[config.mk]
export PLATFORM = sky130hd
export DESIGN_NAME = pixel_fill_engine_flat
export DESIGN_NICKNAME = d
export VERILOG_FILES = /design/src/rtl/pixel_fill_engine_if.sv /design/src/rtl/pixel_fill_engine.sv /design/src/flat_wrapper.sv
export SDC_FILE = /design/constraint.sdc
export NUM_CORES = 1
export LEC_CHECK = 0
export ABC_AREA = 1
export ABC_CLOCK_PERIOD_IN_PS = 5000
export CORE_MARGIN = 1
export CORE_UTILIZATION = 40
export DETAILED_ROUTE_END_ITERATION = 8
export PLACE_DENSITY = 0.74
export SETUP_SLACK_MARGIN = 0.5
export SLEW_MARGIN = 10
export SYNTH_ARGS = -nofsm -noshare
export SYNTH_HDL_FRONTEND = slang
export SYNTH_SLANG_ARGS = --single-unit
[constraint.sdc]
create_clock -name clock -period 5 [get_ports clock]
set_clock_uncertainty 0.2 [all_clocks]
set_input_delay 1.5 -clock clock [delete_from_list [all_inputs] [get_ports clock]]
set_output_delay 1.5 -clock clock [all_outputs]
set_load 0.02 [all_outputs]
[src/rtl/pixel_fill_engine_if.sv]
// Avalon-MM write-only bus between the fill engine and the SDRAM
// arbiter. The engine drives the master side. Anything that accepts
// pixel writes uses the slave side.
interface pixel_fill_engine_if;
   logic [31:0] m_address;
   logic [31:0] m_writedata;
   logic        m_write;
   logic        m_waitrequest;

   modport master (
      output m_address,
      output m_writedata,
      output m_write,
      input  m_waitrequest
   );

   modport slave (
      input  m_address,
      input  m_writedata,
      input  m_write,
      output m_waitrequest
   );
endinterface

[src/rtl/pixel_fill_engine.sv]
// Clear-before-render engine. It floods an entire pixel buffer with a
// single RGB565 colour. Two pixels are packed into each 32-bit word, and
// the words are walked row by row through the Avalon-MM master port.
// A one-cycle done pulse marks the end of a fill or of an aborted fill.
module pixel_fill_engine #(
   parameter logic [15:0] H_RESOLUTION = 16'd256,
   parameter logic [15:0] V_RESOLUTION = 16'd192,
   parameter logic [31:0] ROW_STRIDE   = 32'd1024
) (
   input  logic                       clock,
   input  logic                       reset,
   input  logic                       start,
   input  logic                       abort,
   input  logic [31:0]                base_addr,
   input  logic [15:0]                colour,
   output logic                       busy,
   output logic                       done,
   pixel_fill_engine_if.master        m
);

   localparam int WORDS_PER_ROW = int'(H_RESOLUTION) / 2;
   localparam int COL_W         = (WORDS_PER_ROW > 1) ? $clog2(WORDS_PER_ROW) : 1;
   localparam logic [COL_W-1:0] COL_LAST = COL_W'(WORDS_PER_ROW - 1);
   localparam logic [15:0]      ROW_LAST = V_RESOLUTION - 16'd1;

   typedef enum logic [1:0] {
      IDLE  = 2'd0,
      WRITE = 2'd1,
      DONE  = 2'd2
   } state_t;

   state_t            state;
   logic [COL_W-1:0]  col;
   logic [15:0]       row;
   logic [31:0]       row_addr;
   logic              abort_q;
   logic              last_word;

   // The word currently on the bus is the final one of the frame when it
   // sits in the last column of the last row.
   assign last_word = (col == COL_LAST) && (row == ROW_LAST);

   // Main sequencer. The bus outputs are registered. m_address is advanced
   // incrementally: +4 within a row, or jumped to the next row start. This
   // keeps it equal to row_addr + 4*col without needing a multiplier.
   // Nothing moves while the slave stalls. An abort seen during a stall is
   // remembered so that the stalled word still completes before stopping.
   always_ff @(posedge clock or posedge reset) begin
      if (reset) begin
         state         <= IDLE;
         busy          <= 1'b0;
         done          <= 1'b0;
         m.m_write     <= 1'b0;
         m.m_address   <= '0;
         m.m_writedata <= '0;
         col           <= '0;
         row           <= '0;
         row_addr      <= '0;
         abort_q       <= 1'b0;
      end else begin
         case (state)
            IDLE: begin
               done <= 1'b0;
               if (start) begin
                  state         <= WRITE;
                  busy          <= 1'b1;
                  m.m_write     <= 1'b1;
                  m.m_address   <= base_addr;
                  m.m_writedata <= {colour, colour};
                  row_addr      <= base_addr;
                  col           <= '0;
                  row           <= '0;
                  abort_q       <= 1'b0;
               end
            end

            WRITE: begin
               if (m.m_waitrequest) begin
                  if (abort) begin
                     abort_q <= 1'b1;
                  end
               end else if (last_word || abort || abort_q) begin
                  state     <= DONE;
                  m.m_write <= 1'b0;
                  done      <= 1'b1;
                  abort_q   <= 1'b0;
                  col       <= '0;
                  row       <= '0;
               end else if (col == COL_LAST) begin
                  col         <= '0;
                  row         <= row + 16'd1;
                  row_addr    <= row_addr + ROW_STRIDE;
                  m.m_address <= row_addr + ROW_STRIDE;
               end else begin
                  col         <= col + 1'b1;
                  m.m_address <= m.m_address + 32'd4;
               end
            end

            DONE: begin
               done  <= 1'b0;
               busy  <= 1'b0;
               state <= IDLE;
            end

            default: begin
               state     <= IDLE;
               busy      <= 1'b0;
               done      <= 1'b0;
               m.m_write <= 1'b0;
            end
         endcase
      end
   end

endmodule

[src/flat_wrapper.sv]
// flat-port wrapper written by rule: the top's interface ports become plain ports
module pixel_fill_engine_flat 
#(
   parameter logic [15:0] H_RESOLUTION = 16'd256,
   parameter logic [15:0] V_RESOLUTION = 16'd192,
   parameter logic [31:0] ROW_STRIDE   = 32'd1024
)
  (clock, reset, start, abort, base_addr, colour, busy, done, m_m_address, m_m_writedata, m_m_write, m_m_waitrequest);
  pixel_fill_engine_if m_i ();
  input  logic clock;
  input  logic reset;
  input  logic start;
  input  logic abort;
  input  logic [31:0] base_addr;
  input  logic [15:0] colour;
  output logic busy;
  output logic done;
  output wire logic [$bits(m_i.m_address)-1:0] m_m_address;
  output wire logic [$bits(m_i.m_writedata)-1:0] m_m_writedata;
  output wire logic [$bits(m_i.m_write)-1:0] m_m_write;
  input wire logic [$bits(m_i.m_waitrequest)-1:0] m_m_waitrequest;
  assign m_m_address = m_i.m_address;
  assign m_m_writedata = m_i.m_writedata;
  assign m_m_write = m_i.m_write;
  assign m_i.m_waitrequest = m_m_waitrequest;
  pixel_fill_engine #(.H_RESOLUTION(H_RESOLUTION), .V_RESOLUTION(V_RESOLUTION), .ROW_STRIDE(ROW_STRIDE)) u_core (.clock(clock), .reset(reset), .start(start), .abort(abort), .base_addr(base_addr), .colour(colour), .busy(busy), .done(done), .m(m_i));
endmodule
# Word level (Yosys, flattened, before mapping)
# Cells that the tools add are included.
[classes]
multipliers = 0
shifts = 0
eq_ne = 12
bitwise_logic = 2
n_reduce_logical = 15
add_sub_neg = 4
muxes = 35
magnitude_cmp = 0
div_mod_pow = 0
[op_table]
columns = ["cell", "count"]
rows = [
  ["2-to-1 mux 32 bit", 7],
  ["one-hot mux 32 bit (2 select lines)", 2],
  ["2-to-1 mux 16 bit", 4],
  ["adder 32 x 11 -> 32 bit, second input constant", 1],
  ["adder 32 x 3 -> 32 bit, second input constant", 1],
  ["one-hot mux 16 bit (2 select lines)", 1],
  ["2-to-1 mux 7 bit", 4],
  ["adder 16 x 1 -> 16 bit, second input constant", 1],
  ["== test 16 x 8 -> 1 bit, second input constant", 1],
  ["AND reduction 4 bit", 4],
  ["one-hot mux 7 bit (2 select lines)", 1],
  ["2-to-1 mux 1 bit", 9],
  ["adder 7 x 1 -> 7 bit, second input constant", 1],
  ["== test 7 bit, second input constant", 1],
  ["2-to-1 mux 2 bit", 3],
  ["!= test 2 bit, second input constant", 3],
  ["AND reduction 2 bit", 3],
  ["AND reduction 3 bit", 2],
  ["AND reduction 5 bit", 1],
  ["!= test 2 x 1 -> 1 bit, second input constant", 2],
  ["one-hot mux 1 bit (2 select lines)", 2],
  ["one-hot mux 2 bit (2 select lines)", 1],
  ["!= test 3 x 1 -> 1 bit, second input constant", 1],
  ["!= test 3 x 2 -> 1 bit, second input constant", 1],
  ["9 further kinds", 11],
]
[word_totals]
latchBits = 0
ram_bits = 0
elab_cells = 78
inputBits = 53
reg_bits = 125
out_inout_bits = 67
mem_count = 0
rom_bits = 0

# Depth between registers and ports, before layout
# Gate-level depths: netlist of the first run.
[logic_depth]
depth_word = 7
ltp_mapped = 14
mapped_depth_nobuf = 13

# Least setup slack after synthesis of the first run
# Ideal clock, no wire load.
[synth_path]
path_kind = "in2reg"
from = "input port abort"
to = "register u_core.m.m_address[27]"
path_slack_ps = 2266
path_buffers = 1
arrival_time_ps = 2417
stages = 9
setup_ps = 117
t_required_ps = 4683
cell_sequence = "nor2_1 nand2_2 nand2_1 nand2_1 buf_2 nor2_1 inv_1 nor2_1 nor2_1"
[synth_between]
elab_chain_cells = 4
[synth_lines]
columns = ["item", "line_no", "source"]
rows = [
  ["start, declared", "flat_wrapper.sv:13", "input logic abort;"],
  ["logical OR 1 bit (2 in a row)", "pixel_fill_engine.sv:82", "end else if (last_word || abort || abort_q) begin"],
  ["!= test 2 bit (no line)", "--", ""],
  ["AND reduction 4 bit (no line)", "--", ""],
  ["end signal, assigned", "pixel_fill_engine.sv:68", "m.m_address <= base_addr;"],
  ["end signal, assigned", "pixel_fill_engine.sv:93", "m.m_address <= row_addr + ROW_STRIDE;"],
  ["end signal, assigned", "pixel_fill_engine.sv:96", "m.m_address <= m.m_address + 32'd4;"],
  ["end, declared", "pixel_fill_engine_if.sv:11", "output m_address,"],
]
# Every way passes these cells.
# A chain may end at the register's enable or synchronous reset.

# Worst setup path in the final report of the first run
# Same ends and word-level chain as after synthesis.

==> reports/metrics.cfg, run 1 <==
[outcome]
status=completed

[floorplan]
dieWidth_um=131
num_rows=46
die_h_um=131
dieArea_um2=17300
start_util_pct=41.5
fp.coreArea_um2=16100
ios=120

[detailed_routing]
drtIter0Drc=573
routed_via_density=5.12
vias=6685
drc=0
wl_per_cell_um=14.5
ant_nets=0
firstDrtPassIters=5
wl_mm=18.9

[critical_path]
cp.required_ps=5070
setup.worst_path.end_class=register
crit_fanout=20
criticalPathCategory=in2reg
startpoint_type=input port
crit_arrival_ps=3480

[global_routing]
gr-total-overflow=0
grt_pass1_vias=6213
grt_pass1_wl_mm=31.1
grt_max_degree=110
antenna_found_initial=0
gr-usage-all-layers_pct=22.3

[clock_tree]
cts_buffers=9
htree_num_levels=3
post_cts_buffers=0
cts_tree=built
clk_path_buf_depth=2
cts_num_sinks=109
hold_buffers=0
clkTransAtPathRegs_ps=80
root_buffer=clkbuf_16
cts-resized-gates=0
insertion_delay_ps=370

[cells_and_area]
drive_above_1_share_pct=3.67
antenna_cells=0
fin_nets=1141
area_delta_synth_final_pct=23.9

[timing]
setup_viol=0
slew_headroom_pct=43.7
report.final.slew_viol_count=0
final.period_utilization_pct=68.3
setup_tns_ps=0
grt_setup_unrepaired=no
fmax_mhz=293
hold_viol_final=0
finalCriticalPeriod_ps=3410
worst_pin_slew_ps=842
holdWs_ps=282

[synth]
avgSynthCellArea_um2=6.74
syn_nets=1050
syn-cell-area_um2=6690
synth.ff_latch_count=109
seq_area_frac_synth_pct=40.8
synthDistinctLibCells=37
netlist_instances=993
yosysWarnings=0

[placement]
place_hpwl_mm=13.7
io_buffers=119
gp_congestion=0.902

[min_path]
hp-class=reg2reg

[pwr]
powerDensity_nw_per_um2=596
p_clk_share_pct=15.5
vdd_drop_max_uv=416
swShare_pct=47.8
comb_power_share_pct=51.5
switching_power_mw=2.36
seq_power_share_pct=33.0
p_leak_nw=3.90
internal-power_mw=2.58

[flow_run]
maxCapViolCount=0

==> critical path, stage by stage <==
cell             delay, ps
clkdlybuf4s50_1        390
nor2_1                 260
nand2_2                140
nand2_1                150
nand2_1                520
nor2_1                 300
inv_1                   60
nor2_1                  80
nor2_1                  50
==> cells in the final DEF (no fill, tap or decap), drive strengths merged, types with 3 or more instances in the layout <==
cell and n:
nor2 127, a22oi 5, xor2 22, nand4 11, clkdlybuf4s50 119, dfrtp 109, inv 106, o21a 3
nand2 345, o22ai 4, ha 4, o21ai 72, nand3 74, clkbuf 9, nand3b 5, o21bai 3
buf 7, clkinv 5, a21oi 31, nor3 11, a31oi 4
==> path summary, 6_finish.rpt <==
check | endpoint | slack [ps] | cells past startpoint | startpoint
max in group asynchronous | u_core.row_addr[23]$_DFFE_PP0P_ | 2710 | 3 | reset
min in group asynchronous | u_core.row_addr[2]$_DFFE_PP0P_ | 1450 | 3 | reset
hold reg to reg | u_core.m.m_write$_DFFE_PP0P_ | 280 | 2 | u_core.m.m_write$_DFFE_PP0P_
hold / removal | u_core.m.m_write$_DFFE_PP0P_ | 280 | 2 | u_core.m.m_write$_DFFE_PP0P_
setup reg to reg | u_core.m.m_address[22]$_DFFE_PP0P_ | 1770 | 11 | u_core.col[0]$_DFFE_PP0P_
setup / recovery | u_core.m.m_address[27]$_DFFE_PP0P_ | 1590 | 9 | abort
==> cells in the mapped netlist (all sizes together) <==
master,count,area share [%]
nor3b,2,0.22
dfrtp,109,41
a22oi,5,0.56
ha,4,0.75
xnor2,2,0.26
nor3,11,0.82
nor2b,1,0.094
a31oi,4,0.37
nand2,345,20
o21ai,72,5.4
o21bai,3,0.34
nor2,127,7.2
nand4,11,1.0
a21oi,31,2.4
o211ai,2,0.22
xor2,22,2.9
inv,104,5.8
nand3b,5,0.56
o21a,3,0.34
nand3,74,5.6
buf,30,2.9
o22ai,4,0.37
clkinv,1,0.056
clkbuf,16,0.90
or2,1,0.13
a21boi,2,0.22
nor4,2,0.19
==> power groups by stage <==
stage	registers (mW)	logic (mW)	clock network, mW
2_1_floorplan	1.75	1.48	0
3_3_place_gp	1.63	2.50	0
3_5_place_dp	1.63	2.54	0
4_1_cts	1.62	2.55	0.779
5_1_grt	1.68	2.81	0.803
6_report	1.63	2.54	0.766
==> layout make-up <==
type	count	area (µm²)
multi-input cells	733	3320
clock inverters	7	96.3
fillers	1562	7820
repair buffers	126	1260
inverters	105	398
clock buffers	9	225
flip-flops and latches	109	2730
well taps	216	270
==> metrics by stage <==
stage          worst slack (ps)  power (mW)  instances  utilization [%]  cell area, µm²
2_1_floorplan              1980        3.23        993                -            6700
3_3_place_gp               1280        4.13       1289             49.5            7970
3_5_place_dp               1230        4.17       1289             49.5            7970
4_1_cts                    1620        4.95       1305             51.5            8290
5_1_grt                    1460        5.30       1305             51.5            8290
6_report                   1590        4.94       1305             51.5            8290
==> registers in the layout, indices dropped and copies added, names as in the netlist, 2 cells and up <==
name                  flops
u_core.m.m_writedata     16
u_core.row_addr          32
u_core.col                7
u_core.state              2
u_core.row               16
u_core.m.m_address       32
==> cell families (layout without fill, tap and decap cells) <==
group,after synthesis,after routing,share of synthesized area (%)
AOI/OAI and AO/OA,126,126,10.2
adders and majority gates,4,4,0.748
and+or+nand+nor,579,579,35.5
DFF,109,109,40.8
buffers and inverters,151,247,9.70
xor gates and xnor gates,24,24,3.14
==> per-layer routing <==
| metal | track usage (%) | wire [µm] | vias up |
|---|---|---|---|
| met4 | 6.14 | 386 | 0 |
| li1 | - | - | 3316 |
| met5 | 0 | 0 | - |
| met1 | 29.1 | 8170 | 3074 |
| met3 | 4.63 | 1420 | 30 |
| met2 | 37.4 | 8970 | 265 |
(Power assumes the default switching activity.)
==> run 2, diff against run 1 <==
--- a/config.mk
+++ b/config.mk
@@ -6,7 +6,7 @@
 export NUM_CORES = 1
 export LEC_CHECK = 0
 export ABC_AREA = 1
-export ABC_CLOCK_PERIOD_IN_PS = 5000
+export ABC_CLOCK_PERIOD_IN_PS = 3300
 export CORE_MARGIN = 1
 export CORE_UTILIZATION = 40
 export DETAILED_ROUTE_END_ITERATION = 8
==> constraint.sdc (replaced) <==
create_clock -name clock -period 3.3 [get_ports clock]
set_clock_uncertainty 0.2 [all_clocks]
set_input_delay 0.99 -clock clock [delete_from_list [all_inputs] [get_ports clock]]
set_output_delay 0.99 -clock clock [all_outputs]
set_load 0.02 [all_outputs]
==> run 2 against run 1 <==
- hold slack better by 3.9 ps
- highest routed layer unchanged
- cell count up 0.31%
- routed wire length about the same
- register-to-register slack worse by 960 ps
- combinational power up 53%
- largest cell class unchanged
- first-iteration DRC count down 5.2%
- global-route usage up 0.38 points
- die area unchanged
- critical endpoint is now m_m_address[17]
- non-clock buffer count up 4
- flip-flop and latch count unchanged
==> reports/metrics.cfg, run 2 (synthesis results as in run 1) <==
[outcome]
status=completed  ; unchanged

[placement]
io_buffers=119  ; unchanged
place_area_um2=8020  ; was 7970 µm²
place_hpwl_mm=13.6  ; was 13.7 mm
dpl_worst_slack_ps=214  ; was 1230 ps
gp_congestion=0.892  ; was 0.902

[critical_path]
r2r_setup_slack_ps=810  ; was 1770 ps
cp_num_cells=1  ; was 9
r2r-end=u_core.row[12]$_DFFE_PP0P_  ; was u_core.m.m_address[22]$_DFFE_PP0P_
cpLargestDelayFamily=buffers and inverters  ; was simple AND/OR/NAND/NOR gates
slowest_stage=clkdlybuf4s50_1  ; was nand2_1
cp.required_ps=2110  ; was 5070 ps
setup.worst_path.end_class=output port  ; was register
critical-path-max-stage-delay_ps=670  ; was 520 ps
crit_arrival_ps=1560  ; was 3480 ps
cp_cell_sequence=clkdlybuf4s50_1  ; was clkdlybuf4s50_1 > nor2_1 > nand2_2 > nand2_1 > nand2_1 > nor2_1 > inv_1 > nor2_1 > nor2_1
startpoint_type=register  ; was input port
reg2reg_depth=13  ; was 11
path_buf_inv=1  ; was 2
r2r-start=u_core.col[0]$_DFFE_PP0P_  ; unchanged
crit_fanout=5  ; was 20
criticalPathCategory=reg2out  ; was in2reg

[detailed_routing]
routed_via_density=5.14  ; was 5.12
vias=6724  ; was 6685
firstDrtPassIters=5  ; unchanged
drtIter0Drc=543  ; was 573
ant_nets=0  ; unchanged
drc=0  ; unchanged
wl_per_cell_um=14.5  ; about the same
wl_mm=18.9  ; about the same

[min_path]
hp-class=reg2reg  ; unchanged
hold_depth=2  ; unchanged
holdPathEnd=u_core.row_addr[8]$_DFFE_PP0P_  ; was u_core.m.m_write$_DFFE_PP0P_
hold_path_startpoint=u_core.row_addr[8]$_DFFE_PP0P_  ; was u_core.m.m_write$_DFFE_PP0P_

[clock_tree]
insertion_delay_ps=370  ; about the same
hold_buffers=0  ; unchanged
htree_num_levels=3  ; unchanged
cts_buffers=9  ; unchanged
cts_num_sinks=109  ; unchanged
cts_tree=built  ; unchanged
clkTransAtPathRegs_ps=80  ; about the same
clk_path_buf_depth=2  ; unchanged
root_buffer=clkbuf_16  ; unchanged

[cells_and_area]
nFillCells=1578  ; was 1562
mostFrequentLayoutCells=nand2_1 (340), nor2_1 (125), clkdlybuf4s50_1 (119)  ; unchanged
multi_input_area_um2=3320  ; unchanged
fin_area_um2=8350  ; was 8290 µm²
area_delta_synth_final_pct=24.8  ; was 23.9%
top_regs=u_core.m.m_address x32, u_core.row_addr x32  ; unchanged
final_common_cell=nand2_1  ; unchanged
antenna_cells=0  ; unchanged
register_area_um2=2730  ; unchanged
fin_util_pct=51.8  ; was 51.5%
fin_nets=1145  ; was 1141
drive_above_1_share_pct=4.12  ; was 3.67%

[floorplan]
fp.coreArea_um2=16100  ; unchanged
start_util_pct=41.5  ; unchanged
dieWidth_um=131  ; unchanged
num_rows=46  ; unchanged
ios=120  ; unchanged
dieArea_um2=17300  ; unchanged
die_h_um=131  ; unchanged

[pwr]
internal-power_mw=3.94  ; was 2.58 mW
switching_power_mw=3.57  ; was 2.36 mW
p_leak_nw=3.92  ; was 3.90 nW
swShare_pct=47.6  ; was 47.8%
power_mw=7.51  ; was 4.94 mW
vdd_drop_max_uv=774  ; was 416 µV
p_clk_share_pct=15.5  ; about the same
powerDensity_nw_per_um2=900  ; was 596 nW/µm²
comb_power_share_pct=51.6  ; was 51.5%
seq_power_share_pct=32.9  ; was 33.0%

[global_routing]
gr-total-overflow=0  ; unchanged
grt_pass1_vias=6349  ; was 6213
grt_max_degree=110  ; unchanged
antenna_found_initial=0  ; unchanged
grt_pass1_wl_mm=31.6  ; was 31.1 mm
gr-usage-all-layers_pct=22.7  ; was 22.3%

[timing]
setup_tns_ps=0  ; unchanged
final.period_utilization_pct=83.3
grt_setup_unrepaired=no  ; unchanged
worst_pin_slew_ps=609  ; was 842 ps
finalCriticalPeriod_ps=2750
fmax_mhz=364
report.final.slew_viol_count=0  ; unchanged
slew_headroom_pct=59.4  ; was 43.7%
hold_viol_final=0  ; unchanged
fin_ws_ps=550  ; was 1590 ps
setup_viol=0  ; unchanged

[flow_run]
maxCapViolCount=0  ; unchanged

## run 2: cell count changes in the layout (fill, tap and decap cells not counted)
| cell | previous run | this run |
|---|---|---|
| inv_8 | 2 | 1 |
| clkinvlp_4 | 1 | 2 |
| buf_6 | 0 | 1 |
| clkinv_1 | 1 | 0 |
| buf_4 | 6 | 8 |
| clkinv_8 | 3 | 4 |
| buf_12 | 1 | 2 |
## run 2: cell type report
type | count | area share (%)
sequential | 109 | 32.7
tap | 216 | 3.24
clock inverter | 7 | 1.21
clock buffer | 9 | 2.70
multi-input combinational | 733 | 39.8
timing repair buffer | 130 | 15.6
inverter | 105 | 4.81
## run 2: worst max path at each step
stage                                          end  slack, ps                                from
finish                             m_m_address[17]        550  u_core.m.m_address[17]$_DFFE_PP0P_
global route                       m_m_address[17]        500  u_core.m.m_address[17]$_DFFE_PP0P_
CTS                                m_m_address[17]        560  u_core.m.m_address[17]$_DFFE_PP0P_
detailed placement  u_core.row_addr[0]$_DFFE_PP0P_        210                               start
global placement    u_core.row_addr[0]$_DFFE_PP0P_        260                               start
floorplan               u_core.abort_q$_DFFE_PP0P_        790                               reset
## run 2: repair_timing
action,in CTS,in global routing
resized for setup,0,2
setup endpoints to repair,0,15
setup buffers,0,0
## run 2: per-stage QoR
step / hold WS [ps] / instances
6_report: 286 / 1309
5_1_grt: 314 / 1309
4_1_cts: 287 / 1309
3_5_place_dp: 269 / 1293
3_3_place_gp: 265 / 1293
2_1_floorplan: 248 / 993
## run 2: routing by layer
metal	part of all wire (%)	vias up	routed length, µm	GRT usage [%]
met5	0	-	0	0
met4	1.2	0	235	4.78
li1	-	3323	-	-
met2	46	246	8800	37.6
met3	7.8	24	1480	5.05
met1	44	3131	8430	30.4
## run 2: power by group through the flow
stage                     clock network (mW)  registers [mW]  logic, mW
after floorplan                            0            2.66       2.24
after global placement                     0            2.47       3.80
after detailed placement                   0            2.46       3.87
after CTS                               1.18            2.45       3.88
after global routing                    1.23            2.54       4.30
final                                   1.16            2.47       3.88
